===== config.mk =====
export PLATFORM = sky130hd
export DESIGN_NAME = level_guess_engine
export DESIGN_NICKNAME = d
export VERILOG_FILES = /design/src/rtl/level_guess_engine.sv
export SDC_FILE = /design/constraint.sdc
export NUM_CORES = 1
export LEC_CHECK = 0
export BUFFER_PORTS_ARGS = -buffer_cell sky130_fd_sc_hd__buf_2
export CORE_UTILIZATION = 30
export DETAILED_ROUTE_END_ITERATION = 7
export GPL_ROUTABILITY_DRIVEN = 0
export GPL_TIMING_DRIVEN = 0
export SYNTH_ARGS = -nofsm -noshare
export SYNTH_HDL_FRONTEND = slang
export SYNTH_SLANG_ARGS = --single-unit

===== constraint.sdc =====
create_clock -name Clk_i -period 4.29 [get_ports Clk_i]
set_clock_uncertainty 0.05 [all_clocks]
set_input_delay 0.6435 -clock Clk_i [delete_from_list [all_inputs] [get_ports Clk_i]]
set_output_delay 0.6435 -clock Clk_i [all_outputs]
set_load 0.01 [all_outputs]

===== src/rtl/level_guess_engine.sv =====
// Per-level guess engine: collects a keypad guess, compares it one slot per cycle
// against a secret latched at level start, and tracks wrong guesses and done/fail.
module level_guess_engine #(
    parameter int CODE_LEN  = 4,
    parameter int SYM_W     = 4,
    parameter int MAX_WRONG = 3
) (
    input  logic                      Clk_i,
    input  logic                      reset_i,
    input  logic                      levelStart_i,
    input  logic [CODE_LEN*SYM_W-1:0] secret_i,
    input  logic                      keyValid_i,
    input  logic [SYM_W-1:0]          keyCode_i,
    input  logic                      keyEnter_i,
    input  logic                      keyBack_i,
    output logic [CODE_LEN*SYM_W-1:0] entry_o,
    output logic [2:0]                entryCount_o,
    output logic [2:0]                lastMatch_o,
    output logic [2:0]                guesses_o,
    output logic                      levelDone_o,
    output logic                      levelFail_o,
    output logic                      busy_o
);

    localparam logic [2:0] LEN  = 3'(CODE_LEN);
    localparam logic [2:0] LAST = 3'(CODE_LEN - 1);
    localparam logic [3:0] MAXW = 4'(MAX_WRONG);

    typedef enum logic [2:0] {
        S_IDLE,
        S_ENTRY,
        S_CHECK,
        S_RESULT,
        S_DONE,
        S_FAIL
    } state_t;

    state_t                    state_q, state_d;
    logic [CODE_LEN*SYM_W-1:0] secret_q, secret_d;
    logic [CODE_LEN*SYM_W-1:0] entry_q, entry_d;
    logic [2:0]                count_q, count_d;
    logic [2:0]                idx_q, idx_d;
    logic [2:0]                match_q, match_d;
    logic [2:0]                last_match_q, last_match_d;
    logic [2:0]                guesses_q, guesses_d;
    logic                      done_q, done_d;
    logic                      fail_q, fail_d;
    logic                      slot_eq;
    logic [3:0]                guess_inc;

    always_ff @(posedge Clk_i) begin
        if (reset_i) begin
            state_q      <= S_IDLE;
            secret_q     <= '0;
            entry_q      <= '0;
            count_q      <= '0;
            idx_q        <= '0;
            match_q      <= '0;
            last_match_q <= '0;
            guesses_q    <= '0;
            done_q       <= 1'b0;
            fail_q       <= 1'b0;
        end else begin
            state_q      <= state_d;
            secret_q     <= secret_d;
            entry_q      <= entry_d;
            count_q      <= count_d;
            idx_q        <= idx_d;
            match_q      <= match_d;
            last_match_q <= last_match_d;
            guesses_q    <= guesses_d;
            done_q       <= done_d;
            fail_q       <= fail_d;
        end
    end

    always_comb begin
        slot_eq = 1'b0;
        for (int i = 0; i < CODE_LEN; i++) begin
            if (3'(i) == idx_q)
                slot_eq = (entry_q[i*SYM_W +: SYM_W] == secret_q[i*SYM_W +: SYM_W]);
        end
    end

    // Widened so the fail threshold compare is correct even when guesses is saturated.
    assign guess_inc = {1'b0, guesses_q} + 4'd1;

    always_comb begin
        state_d      = state_q;
        secret_d     = secret_q;
        entry_d      = entry_q;
        count_d      = count_q;
        idx_d        = idx_q;
        match_d      = match_q;
        last_match_d = last_match_q;
        guesses_d    = guesses_q;
        done_d       = done_q;
        fail_d       = fail_q;

        if (state_q != S_IDLE && !levelStart_i) begin
            state_d = S_IDLE;
        end else begin
            case (state_q)
                S_IDLE: begin
                    if (levelStart_i) begin
                        secret_d     = secret_i;
                        guesses_d    = '0;
                        last_match_d = '0;
                        entry_d      = '0;
                        count_d      = '0;
                        done_d       = 1'b0;
                        fail_d       = 1'b0;
                        state_d      = S_ENTRY;
                    end
                end
                S_ENTRY: begin
                    if (keyValid_i) begin
                        if (keyEnter_i) begin
                            if (count_q == LEN) begin
                                idx_d   = '0;
                                match_d = '0;
                                state_d = S_CHECK;
                            end
                        end else if (keyBack_i) begin
                            if (count_q != 3'd0)
                                count_d = count_q - 3'd1;
                        end else if (count_q < LEN) begin
                            for (int i = 0; i < CODE_LEN; i++) begin
                                if (3'(i) == count_q)
                                    entry_d[i*SYM_W +: SYM_W] = keyCode_i;
                            end
                            count_d = count_q + 3'd1;
                        end
                    end
                end
                S_CHECK: begin
                    match_d = match_q + {2'b00, slot_eq};
                    idx_d   = idx_q + 3'd1;
                    if (idx_q == LAST)
                        state_d = S_RESULT;
                end
                S_RESULT: begin
                    last_match_d = match_q;
                    if (match_q == LEN) begin
                        done_d  = 1'b1;
                        state_d = S_DONE;
                    end else begin
                        guesses_d = (guesses_q == 3'd7) ? 3'd7 : guesses_q + 3'd1;
                        count_d   = '0;
                        if (guess_inc >= MAXW) begin
                            fail_d  = 1'b1;
                            state_d = S_FAIL;
                        end else begin
                            state_d = S_ENTRY;
                        end
                    end
                end
                S_DONE:  state_d = S_DONE;
                S_FAIL:  state_d = S_FAIL;
                default: state_d = S_IDLE;
            endcase
        end
    end

    assign entry_o      = entry_q;
    assign entryCount_o = count_q;
    assign lastMatch_o  = last_match_q;
    assign guesses_o    = guesses_q;
    assign levelDone_o  = done_q;
    assign levelFail_o  = fail_q;
    assign busy_o       = (state_q == S_CHECK) || (state_q == S_RESULT);

endmodule

==> impl_results.md, run 1 <==
* Slew @ Worst Pin at 0.589 ns
* CP arrival at 2.60 ns
* Die area at around 9700 µm²
* Total track usage at 15.1%
* Commonest non-fill, non-tap cell in the layout: nand2_1
* Setup bufs post-CTS at 0
* Routed Antenna Nets at 0
* IR drop worst, VDD at 0.000112 V
* CTS sink cnt at 52
* DRT Pass-1 Iters at 4
* Final period utilization at 56.9%
* Hold buffers post-CTS at 0
* CP required at 4.45 ns
* Share of cells above drive strength 1 at 22.1%
* Tmin final at 2.44 ns
* Core footprint at 8890 µm²
* Max-Cap Viols at 0
* Root Driver: clkbuf_8
* CTS Buffer Depth at 2
* Post-Place Cells at ~480
* Rel. slew slack at between 60% and 70%
* Slowest-stage cell, CP: dfxtp_1
* DR WL/cell at approximately 15 µm
* Asr flop ratio synth at 0%
* CTS Buf Count at 5
* Die height at 98.6 µm
* CP dominant cell by count: ha_1
* Hold crit path type: reg2reg
* Min Hold Slack at 0.412 ns
* Final hold violation count at 0
* Final Slew Violations at 0
* First-pass GRT wire length at 11.7 mm
* Crit-path max cell delay at 0.43 ns
* Total Routed Length at around 7.0 mm
* Die Wd at between 90 and 100 µm
* Top Family by Delay on Critical Path: adder cells
* Initial antenna violation count at 0
* ANT cells at 0
* Placed instance area at 3200 µm²
* WP depth at 10
* Startpoint types: flip-flop
* Power Total at 0.924 mW
* Area growth from synthesis to layout at 17.3%
* Worst-path fanout max at 5
* Worst skew pair latency at approximately 0.31 ns
* Primary FF master, synth: dfxtp_1
* Max Fclk at 0.410 GHz
* Sequential share of the synthesized area at 37.2%
* TNS Setup at 0 ns
* Post-cts resize count at 0
* Finished Layout Cells at 483
* Critical Path End Type: flip-flop
* Port buffer count at 52
* # fillers at 914
* Number of synthesized flops with an enable pin at 0
* Worst-path clk slew at 0.10 ns
* Final setup fails at 0
* Final Net Count at 417
* CP Class: reg2reg
* Largest net degree at the start of global routing at 18
* Initial core utilization at 31.5%
* Global route overflow at 0
* CTS tree: built
* Worst Path Buf+Inv at 0
* Synth Net Count at 358
* Drc violations at 0
* Leak at 1.48 nW
* # IOs at 54
* PD cells at 281 nW/µm²
* Post-Syn Area at between 2000 and 3000 µm²
* Mean area per synthesized cell at about 9 µm²
* WHS Path Cells at 2
* Yosys reg bits at between 50 and 60
* Reg2Reg Depth at 10
* Vias at 2,387
* Vias in the first global route at 2,342
* Critical-path cell list: ha_1 -> ha_1 -> nor3_1 -> and2_1 -> a32oi_1 -> nand3_1 -> ha_1 -> ha_1 -> o31a_1 -> a311oi_1
* DP HPWL at 5.37 mm
* Post-synth cell types at 52
* Status: complete, no violations
* Unrepaired setup endpoints after global routing: no
* Most frequent cells in the layout: nand2_1, buf_2, dfxtp_1, a21oi_1, mux2i_1
* Design Area, Final at 3290 µm²
* Vias per cell at 4.94
* # rows at 34
* # H-tree levels at 2
* Initial DRC count at 92
* Synth Warn # at 0
* Cells after synthesis at 315
[cell families (layout without fill, tap and decap cells)]
kind of cell    count (synthesis)  count (layout)  share of synthesized area, %
buf+inv                        29              89                          5.05
xor+xnor                       20              20                          6.92
fa+ha+maj                      17              17                          7.59
compound gates                 59              59                          14.9
flops                          52              52                          37.2
simple gates                  120             120                          21.9
mux                            18              18                          6.43
[power by group]
group | switching [mW] | total [mW] | leakage, nW | internal [mW]
Sequential | 0.0101 | 0.506 | 0.422 | 0.496
Clock | 0.174 | 0.290 | 0.0445 | 0.116
Combinational | 0.0770 | 0.128 | 1.01 | 0.0511
[worst min-delay path, cell delays in order, from the launching register on]
cell and delay (ns):
dfxtp_1 0.32, nand2_1 0.05, a21oi_1 0.05
[path summary, 6_finish.rpt]
path | start | end | slack (ns)
setup / recovery | idx_q[0]$_SDFFE_PP0P_ | match_q[2]$_SDFFE_PP0P_ | 1.85
hold / removal | lastMatch_o[2]$_SDFFE_PP0P_ | lastMatch_o[2]$_SDFFE_PP0P_ | 0.41
setup reg to reg | idx_q[0]$_SDFFE_PP0P_ | match_q[2]$_SDFFE_PP0P_ | 1.85
hold reg to reg | lastMatch_o[2]$_SDFFE_PP0P_ | lastMatch_o[2]$_SDFFE_PP0P_ | 0.41
[sequential cells by signal, summed over array words and instances (netlist names)]
| register | count |
|---|---|
| entryCount_o | 3 |
| entry_o | 16 |
| guesses_o | 3 |
| idx_q | 3 |
| lastMatch_o | 3 |
| levelDone_o | 1 |
| levelFail_o | 1 |
| match_q | 3 |
| secret_q | 16 |
| state_q | 3 |
[Yosys cell counts, types with 2 or more instances]
library cell	number	area, µm²
buf_2	2	10.0
a311oi_1	2	17.5
buf_4	6	45.0
nor4_1	3	18.8
inv_1	12	45.0
mux2i_1	18	180
a211o_1	3	26.3
xnor2_1	3	26.3
nor3_1	8	40.0
nor2b_1	3	18.8
o21ai_1	3	15.0
nand2_1	58	218
ha_1	17	213
a21oi_1	31	155
xor2_1	16	140
nand4b_1	4	35.0
nand2b_1	7	43.8
nor2_2	2	12.5
nand4_1	5	31.3
nor2_1	11	41.3
o31ai_1	4	30.0
nor3_4	2	32.5
nand3_1	7	35.0
o31a_1	2	17.5
o41ai_2	2	32.5
clkbuf_1	6	22.5
dfxtp_1	52	1040
a31oi_1	2	12.5
[per-layer routing]
layer  wire length [µm]  share of wire, %  vias up  track usage (%)
li1                   -                 -     1212                -
met1               3440                49     1125             20.4
met2               3230                46       42             24.3
met3                198               2.8        8             2.62
met4                157               2.2        0             5.51
met5                  0                 0        -                0
[layout make-up]
cell class / count / area [µm²] / share of cell area, %
timing repair buffer: 52 / 260 / 7.92
clock inverter: 3 / 21.3 / 0.647
tap: 108 / 135 / 4.11
buffer: 16 / 92.6 / 2.82
clock buffer: 5 / 68.8 / 2.09
multi-input combinational: 234 / 1620 / 49.3
inverter: 13 / 48.8 / 1.48
sequential: 52 / 1040 / 31.7
[stage by stage]
stage,setup WS (ns),utilization (%)
finish,1.85,37.0
global route,1.71,37.0
CTS,1.87,37.0
detailed placement,1.90,36.0
global placement,1.95,36.0
floorplan,2.15,-
Power figures use the tool's default switching activity.
==> inputs of run 2 (changes only) <==
==> constraint.sdc (replaced) <==
create_clock -name Clk_i -period 1.97 [get_ports Clk_i]
set_clock_uncertainty 0.05 [all_clocks]
set_input_delay 0.2955 -clock Clk_i [delete_from_list [all_inputs] [get_ports Clk_i]]
set_output_delay 0.2955 -clock Clk_i [all_outputs]
set_load 0.01 [all_outputs]
==> run 2 against run 1 <==
  * The flow now finishes with violations (setup timing)
  * Highest routed layer unchanged
  * Clock-buffer cell count rose by 1
  * Total power rose by 130%
  * Largest cell class unchanged
  * Global-route usage fell by 0.20 points
==> impl_results.md, run 2 (synthesized netlist as in run 1, its figures left out) <==
* ANT cells at 0 (unchanged)
* Startpoint types: flip-flop
* Final hold violation count at 0 (unchanged)
* Post-Place Cells at 475 (unchanged)
* Die area at 9730 µm² (unchanged)
* CTS sink cnt at 52 (unchanged)
* Port buffer count at 52 (unchanged)
* Dpl ws at -0.189 ns (-2.09 ns)
* Final core occ at 38.6% (+1.7 points)
* CTS Buffer Depth at 2 (unchanged)
* Hold crit path type: in2reg
* Internal power at 1.60 mW (+140%)
* Worst r2r src: idx_q[0]$_SDFFE_PP0P_
* Final Net Count at 421 (+0.96%)
* Placed instance area at 3230 µm² (+1.1%)
* Reg2Reg Depth at 10 (unchanged)
* DP HPWL at 5.42 mm (+0.90%)
* Initial core utilization at 31.5% (unchanged)
* Net Sw Frac at 25.6% (-2.6 points)
* Vias at 2,396 (+0.38%)
* Die height at 98.6 µm (unchanged)
* Design Area, Final at 3430 µm² (+4.5%)
* Register-to-register setup slack at -0.06 ns (-1.91 ns)
* Slew @ Worst Pin at 0.618 ns (+0.0297 ns)
* Min Hold Slack at 0.163 ns (-0.249 ns)
* CTS tree: built
* Min-delay src: secret_i[7]
* CTS Buf Count at 5 (unchanged)
* Vias per cell at 4.92 (-0.45%)
* Drc violations at 0 (unchanged)
* Unrepaired setup endpoints after global routing: yes
* Leak at 1.52 nW (+2.6%)
* Failing checks: setup timing
* Vias in the first global route at 2,289 (-2.3%)
* Worst-path clk slew at 0.10 ns (about the same)
* Tmin final at 2.03 ns (-0.412 ns)
* Most frequent cells in the layout: nand2_1, buf_2, dfxtp_1, a21oi_1, mux2i_1
* Final period utilization at 103% (+46 points)
* RR Endpoint: match_q[2]$_SDFFE_PP0P_
* Status: complete, but fails checks
* Root Driver: clkbuf_8
* CP arrival at 2.20 ns (-0.40 ns)
* PD cells at 628 nW/µm² (+120%)
* Critical-path cell list: ha_4 -> ha_4 -> nor3_2 -> and2_1 -> a32oi_2 -> nand3_1 -> ha_2 -> ha_4 -> o31a_1 -> a311oi_1
* CP required at 2.14 ns (-2.31 ns)
* # rows at 34 (unchanged)
* Slowest-stage cell, CP: dfxtp_4
* Total Routed Length at 7.02 mm (-0.13%)
* Initial DRC count at 66 (-28%)
* Crit-path max cell delay at 0.38 ns (-0.05 ns)
* Gate power share at 12.9% (-1.0 points)
* Critical path origin: idx_q[0]$_SDFFE_PP0P_
* GR Layer Usage met3 at 1.77% (-0.85 points)
* Largest net degree at the start of global routing at 17 (-1)
* Rel. slew slack at 58.8% (-2.0 points)
* DRT Pass-1 Iters at 4 (unchanged)
* Share of cells above drive strength 1 at 26.4% (+4.3 points)
* Sequential group share of total power at 51.0% (-3.8 points)
* P_sw at 0.552 mW (+110%)
* Final setup fails at 1 (+1)
* Worst skew pair latency at 0.31 ns (about the same)
* Routed Antenna Nets at 0 (unchanged)
* Max Fclk at 0.493 GHz (+20%)
* Final Slew Violations at 0 (unchanged)
* Critical Path End Type: flip-flop
* First-pass GRT wire length at 11.6 mm (-0.83%)
* Grt peak-use layer: met2
* Initial antenna violation count at 0 (unchanged)
* Clock network power share at 36.1% (+4.7 points)
* DR WL/cell at 14.4 µm (-0.95%)
* Finished Layout Cells at 487 (+0.83%)
* Grt met2 use at 25.4% (+1.1 points)
* Commonest non-fill, non-tap cell in the layout: nand2_1
* Total track usage at 14.9% (-0.20 points)
* # IOs at 54 (unchanged)
* Global route overflow at 0 (unchanged)
* Area growth from synthesis to layout at 22.6%
* IR drop worst, VDD at 0.000299 V (+170%)
* Crit path to: match_q[2]$_SDFFE_PP0P_
* CP Class: reg2reg
* Core footprint at 8890 µm² (unchanged)
* Max-Cap Viols at 0 (unchanged)
* Worst setup margin at -0.0591 ns (-1.91 ns)
* Worst-path fanout max at 3 (-2)
* Met1 usage at 20.1% (-0.29 points)
* CP dominant cell by count: ha_4
* # fillers at 911 (-0.33%)
* # H-tree levels at 2 (unchanged)
* Die Wd at 98.6 µm (unchanged)
==> run 2: how the worst min path moves through the flow <==
stage | end | cells after the start
2_1_floorplan | secret_q[0]$_SDFFE_PP0P_ | 2
3_3_place_gp | lastMatch_o[2]$_SDFFE_PP0P_ | 2
3_5_place_dp | lastMatch_o[2]$_SDFFE_PP0P_ | 2
4_1_cts | secret_q[7]$_SDFFE_PP0P_ | 3
5_1_grt | secret_q[7]$_SDFFE_PP0P_ | 3
6_report | secret_q[7]$_SDFFE_PP0P_ | 3
==> run 2: final cells by class <==
cell class,count,area [µm²],share of cell area (%)
inverters,13,48.8,1.42
plain buffers,16,92.6,2.70
repair buffers,56,298,8.67
clock inverters,2,38.8,1.13
flip-flops and latches,52,1050,30.6
clock buffers,6,82.6,2.40
well taps,108,135,3.93
multi-input cells,234,1690,49.2
==> run 2: stage by stage <==
stage          TNS, ns  total power [mW]
2_1_floorplan        0              1.31
3_3_place_gp    -0.178              1.40
3_5_place_dp    -0.193              1.40
4_1_cts         -0.120              2.18
5_1_grt         -0.164              2.26
6_report       -0.0591              2.16
==> run 2: power groups by stage <==
| stage | Combinational, mW | Clock, mW | Sequential [mW] |
|---|---|---|---|
| final | 0.279 | 0.778 | 1.10 |
| after global routing | 0.309 | 0.845 | 1.10 |
| after CTS | 0.280 | 0.799 | 1.10 |
| after detailed placement | 0.278 | 0 | 1.12 |
| after global placement | 0.275 | 0 | 1.12 |
| after floorplan | 0.183 | 0 | 1.13 |
==> run 2: critical path: cells and delay by family, from the launching register on <==
| kind | cells | cell delay (ns) |
|---|---|---|
| AO/OA/AOI/OAI | 3 | 0.58 |
| adder cells (fa/ha/maj) | 4 | 0.63 |
| flip-flops | 1 | 0.38 |
| AND/OR/NAND/NOR | 3 | 0.30 |
==> run 2: repair_timing <==
action / 4_1_cts / 5_1_grt
gates cloned: 0 / 0
endpoints found under the hold margin: 0 / 0
buffers inserted: 4 / 0
setup endpoints to repair: 2 / 5
hold buffers: 0 / 0
resized for setup: 10 / 2
pin swaps: 8 / 2
==> run 2: metal layers <==
metal | wire length (µm) | up-vias
met2 | 3340 | 36
li1 | - | 1226
met4 | 75 | 0
met3 | 246 | 7
met1 | 3360 | 1127
met5 | 0 | -
==> inputs of run 3 (changes only) <==
--- a/config.mk
+++ b/config.mk
@@ -5,9 +5,9 @@
 export SDC_FILE = /design/constraint.sdc
 export NUM_CORES = 1
 export LEC_CHECK = 0
-export BUFFER_PORTS_ARGS = -buffer_cell sky130_fd_sc_hd__buf_2
-export CORE_UTILIZATION = 30
+export CORE_UTILIZATION = 40
 export DETAILED_ROUTE_END_ITERATION = 7
+export DONT_BUFFER_PORTS = 1
 export GPL_ROUTABILITY_DRIVEN = 0
 export GPL_TIMING_DRIVEN = 0
 export SYNTH_ARGS = -nofsm -noshare
==> run 3 against run 2 <==
  * The run still ends with setup timing left
  * Largest cell class unchanged
  * Final cell count is 13% lower
  * Setup slack improved by 0.010 ns
  * Critical path type unchanged
  * Clock power shrank 16%
==> impl_results.md, run 3 (synthesized netlist as in run 1, its figures left out) <==
* Status: complete, but fails checks
* Failing checks: setup timing
* Worst skew pair latency at 0.32 ns (about the same)
* Final setup fails at 1 (unchanged)
* Core footprint at 6790 µm² (-24%)
* Initial DRC count at 101 (+53%)
* Drc violations at 0 (unchanged)
* Vias at 2,199 (-8.2%)
* Critical Path End Type: flip-flop
* # rows at 30 (-12%)
* Total Routed Length at 6.69 mm (-4.7%)
* Placed instance area at 2960 µm² (-8.5%)
* # IOs at 54 (unchanged)
* Vias in the first global route at 2,151 (-6.0%)
* Share of cells above drive strength 1 at 15.6% (-11 points)
* Routed Antenna Nets at 0 (unchanged)
* Initial antenna violation count at 0 (unchanged)
* Final period utilization at 102% (-0.52 points)
* Final Slew Violations at 0 (unchanged)
* Root Driver: clkbuf_8
* Design Area, Final at 3140 µm² (-8.5%)
* Worst-path fanout max at 3 (unchanged)
* Commonest non-fill, non-tap cell in the layout: nand2_1
* Most frequent cells in the layout: nand2_1, dfxtp_1, a21oi_1, mux2i_1, xor2_1
* WHS Path Cells at 2 (-1)
* # H-tree levels at 2 (unchanged)
* Initial core utilization at 41.2% (+9.7 points)
* Die area at 7340 µm² (-25%)
* IR drop worst, VDD at 0.000280 V (-6.2%)
* CTS Buf Count at 5 (unchanged)
* Register-to-register setup slack at -0.05 ns (about the same)
* DRT Pass-1 Iters at 4 (unchanged)
* Total track usage at 19.5% (+4.6 points)
* Global route overflow at 0 (unchanged)
* Die height at 85.7 µm (-13%)
* Min-delay src: secret_i[8]
* CP required at 2.15 ns (about the same)
* Final core occ at 46.3% (+7.7 points)
* Tmin final at 2.02 ns (-0.0102 ns)
* PD cells at 635 nW/µm² (+1.1%)
* CP arrival at 2.19 ns (about the same)
* CP Class: reg2reg
* Vias per cell at 5.20 (+5.7%)
* Worst r2r src: idx_q[1]$_SDFFE_PP0P_
* Leak at 1.25 nW (-17%)
* DR WL/cell at 15.8 µm (+9.7%)
* Hold buffers post-CTS at 0 (unchanged)
* Final hold violation count at 0 (unchanged)
* Hold crit path type: in2reg
* CTS Buffer Depth at 2 (unchanged)
* Rel. slew slack at 57.7% (-1.1 points)
* First-pass GRT wire length at 11.0 mm (-5.5%)
* ANT cells at 0 (unchanged)
* Dpl ws at -0.170 ns (+0.0193 ns)
* Finished Layout Cells at 423 (-13%)
* RR Endpoint: match_q[2]$_SDFFE_PP0P_
* DP HPWL at 5.04 mm (-6.9%)
* CTS tree: built
* Reg2Reg Depth at 10 (unchanged)
* Worst Hold Path EP: secret_q[8]$_SDFFE_PP0P_
* Slew @ Worst Pin at 0.635 ns (+0.0162 ns)
* Post-Place Cells at 411 (-13%)
* Startpoint types: flip-flop
* Area growth from synthesis to layout at 12.2%
* Port buffer count at 0 (-100%)
* Worst setup margin at -0.0489 ns (+0.0102 ns)
* Final Net Count at 369 (-12%)
* Critical path origin: idx_q[1]$_SDFFE_PP0P_
* Die Wd at 85.7 µm (-13%)
* Unrepaired setup endpoints after global routing: yes
* Max Fclk at 0.495 GHz (+0.51%)
* Max-Cap Viols at 0 (unchanged)
* Largest net degree at the start of global routing at 19 (+2)
* Worst-path clk slew at 0.11 ns (about the same)
* CTS sink cnt at 52 (unchanged)
==> run 3: cell count changes in the layout (fill, tap and decap cells not counted), sizes merged <==
cell      previous run  this run
clkbuf              12        11
clkinv               1         0
clkinvlp             0         1
bufinv               1         0
buf                 66        14
inv                 13        15
==> run 3: timing repair <==
| action | CTS | global route |
|---|---|---|
| endpoints found under the setup margin | 2 | 5 |
| buffers inserted | 4 | 0 |
| pin swaps | 8 | 2 |
| resized for setup | 10 | 7 |
==> run 3: per-stage QoR <==
step	setup TNS (ns)	power, mW	hold WS [ns]
6_report	-0.0489	2.00	0.0462
2_1_floorplan	0	1.31	0.381
5_1_grt	-0.172	2.09	0.0381
4_1_cts	-0.0987	2.01	0.0397
3_3_place_gp	-0.109	1.36	0.383
3_5_place_dp	-0.170	1.37	0.389
==> run 3: power breakdown <==
part | switching [mW] | total [mW] | internal [mW]
combinational | 0.148 | 0.241 | 0.0925
clock | 0.392 | 0.651 | 0.260
sequential | 0.0277 | 1.10 | 1.08
==> run 3: critical path, cell delays in order, from the launching register on <==
cell and delay [ns]:
dfxtp_4 0.37, buf_6 0.11, inv_2 0.04, ha_2 0.16, and2_1 0.15, a32oi_1 0.13
nand3_1 0.13, ha_2 0.21, ha_4 0.16, o31a_1 0.23, a311oi_1 0.21
==> run 3: worst max-delay path by stage <==
| stage | end | slack (ns) |
|---|---|---|
| global placement | match_q[2]$_SDFFE_PP0P_ | -0.11 |
| floorplan | match_q[2]$_SDFFE_PP0P_ | 0.01 |
| global route | match_q[2]$_SDFFE_PP0P_ | -0.15 |
| finish | match_q[2]$_SDFFE_PP0P_ | -0.05 |
| CTS | match_q[2]$_SDFFE_PP0P_ | -0.1 |
| detailed placement | match_q[2]$_SDFFE_PP0P_ | -0.17 |
==> run 3: final cells by class <==
cell class	count	area [µm²]
Buffer	16	92.6
Clock buffer	5	68.8
Clock inverter	3	25.0
Fill cell	697	3650
Inverter	13	48.8
Multi-Input combinational cell	234	1690
Sequential cell	52	1060
Tap cell	96	120
Timing Repair Buffer	4	41.3
==> run 3: metal layers <==
metal	vias to the layer above	global-route usage [%]	wire length (µm)
met4	0	7.27	133
met1	1016	25.8	3180
met2	55	30.3	2960
met3	11	5.68	411
met5	-	0	0
li1	1117	-	-
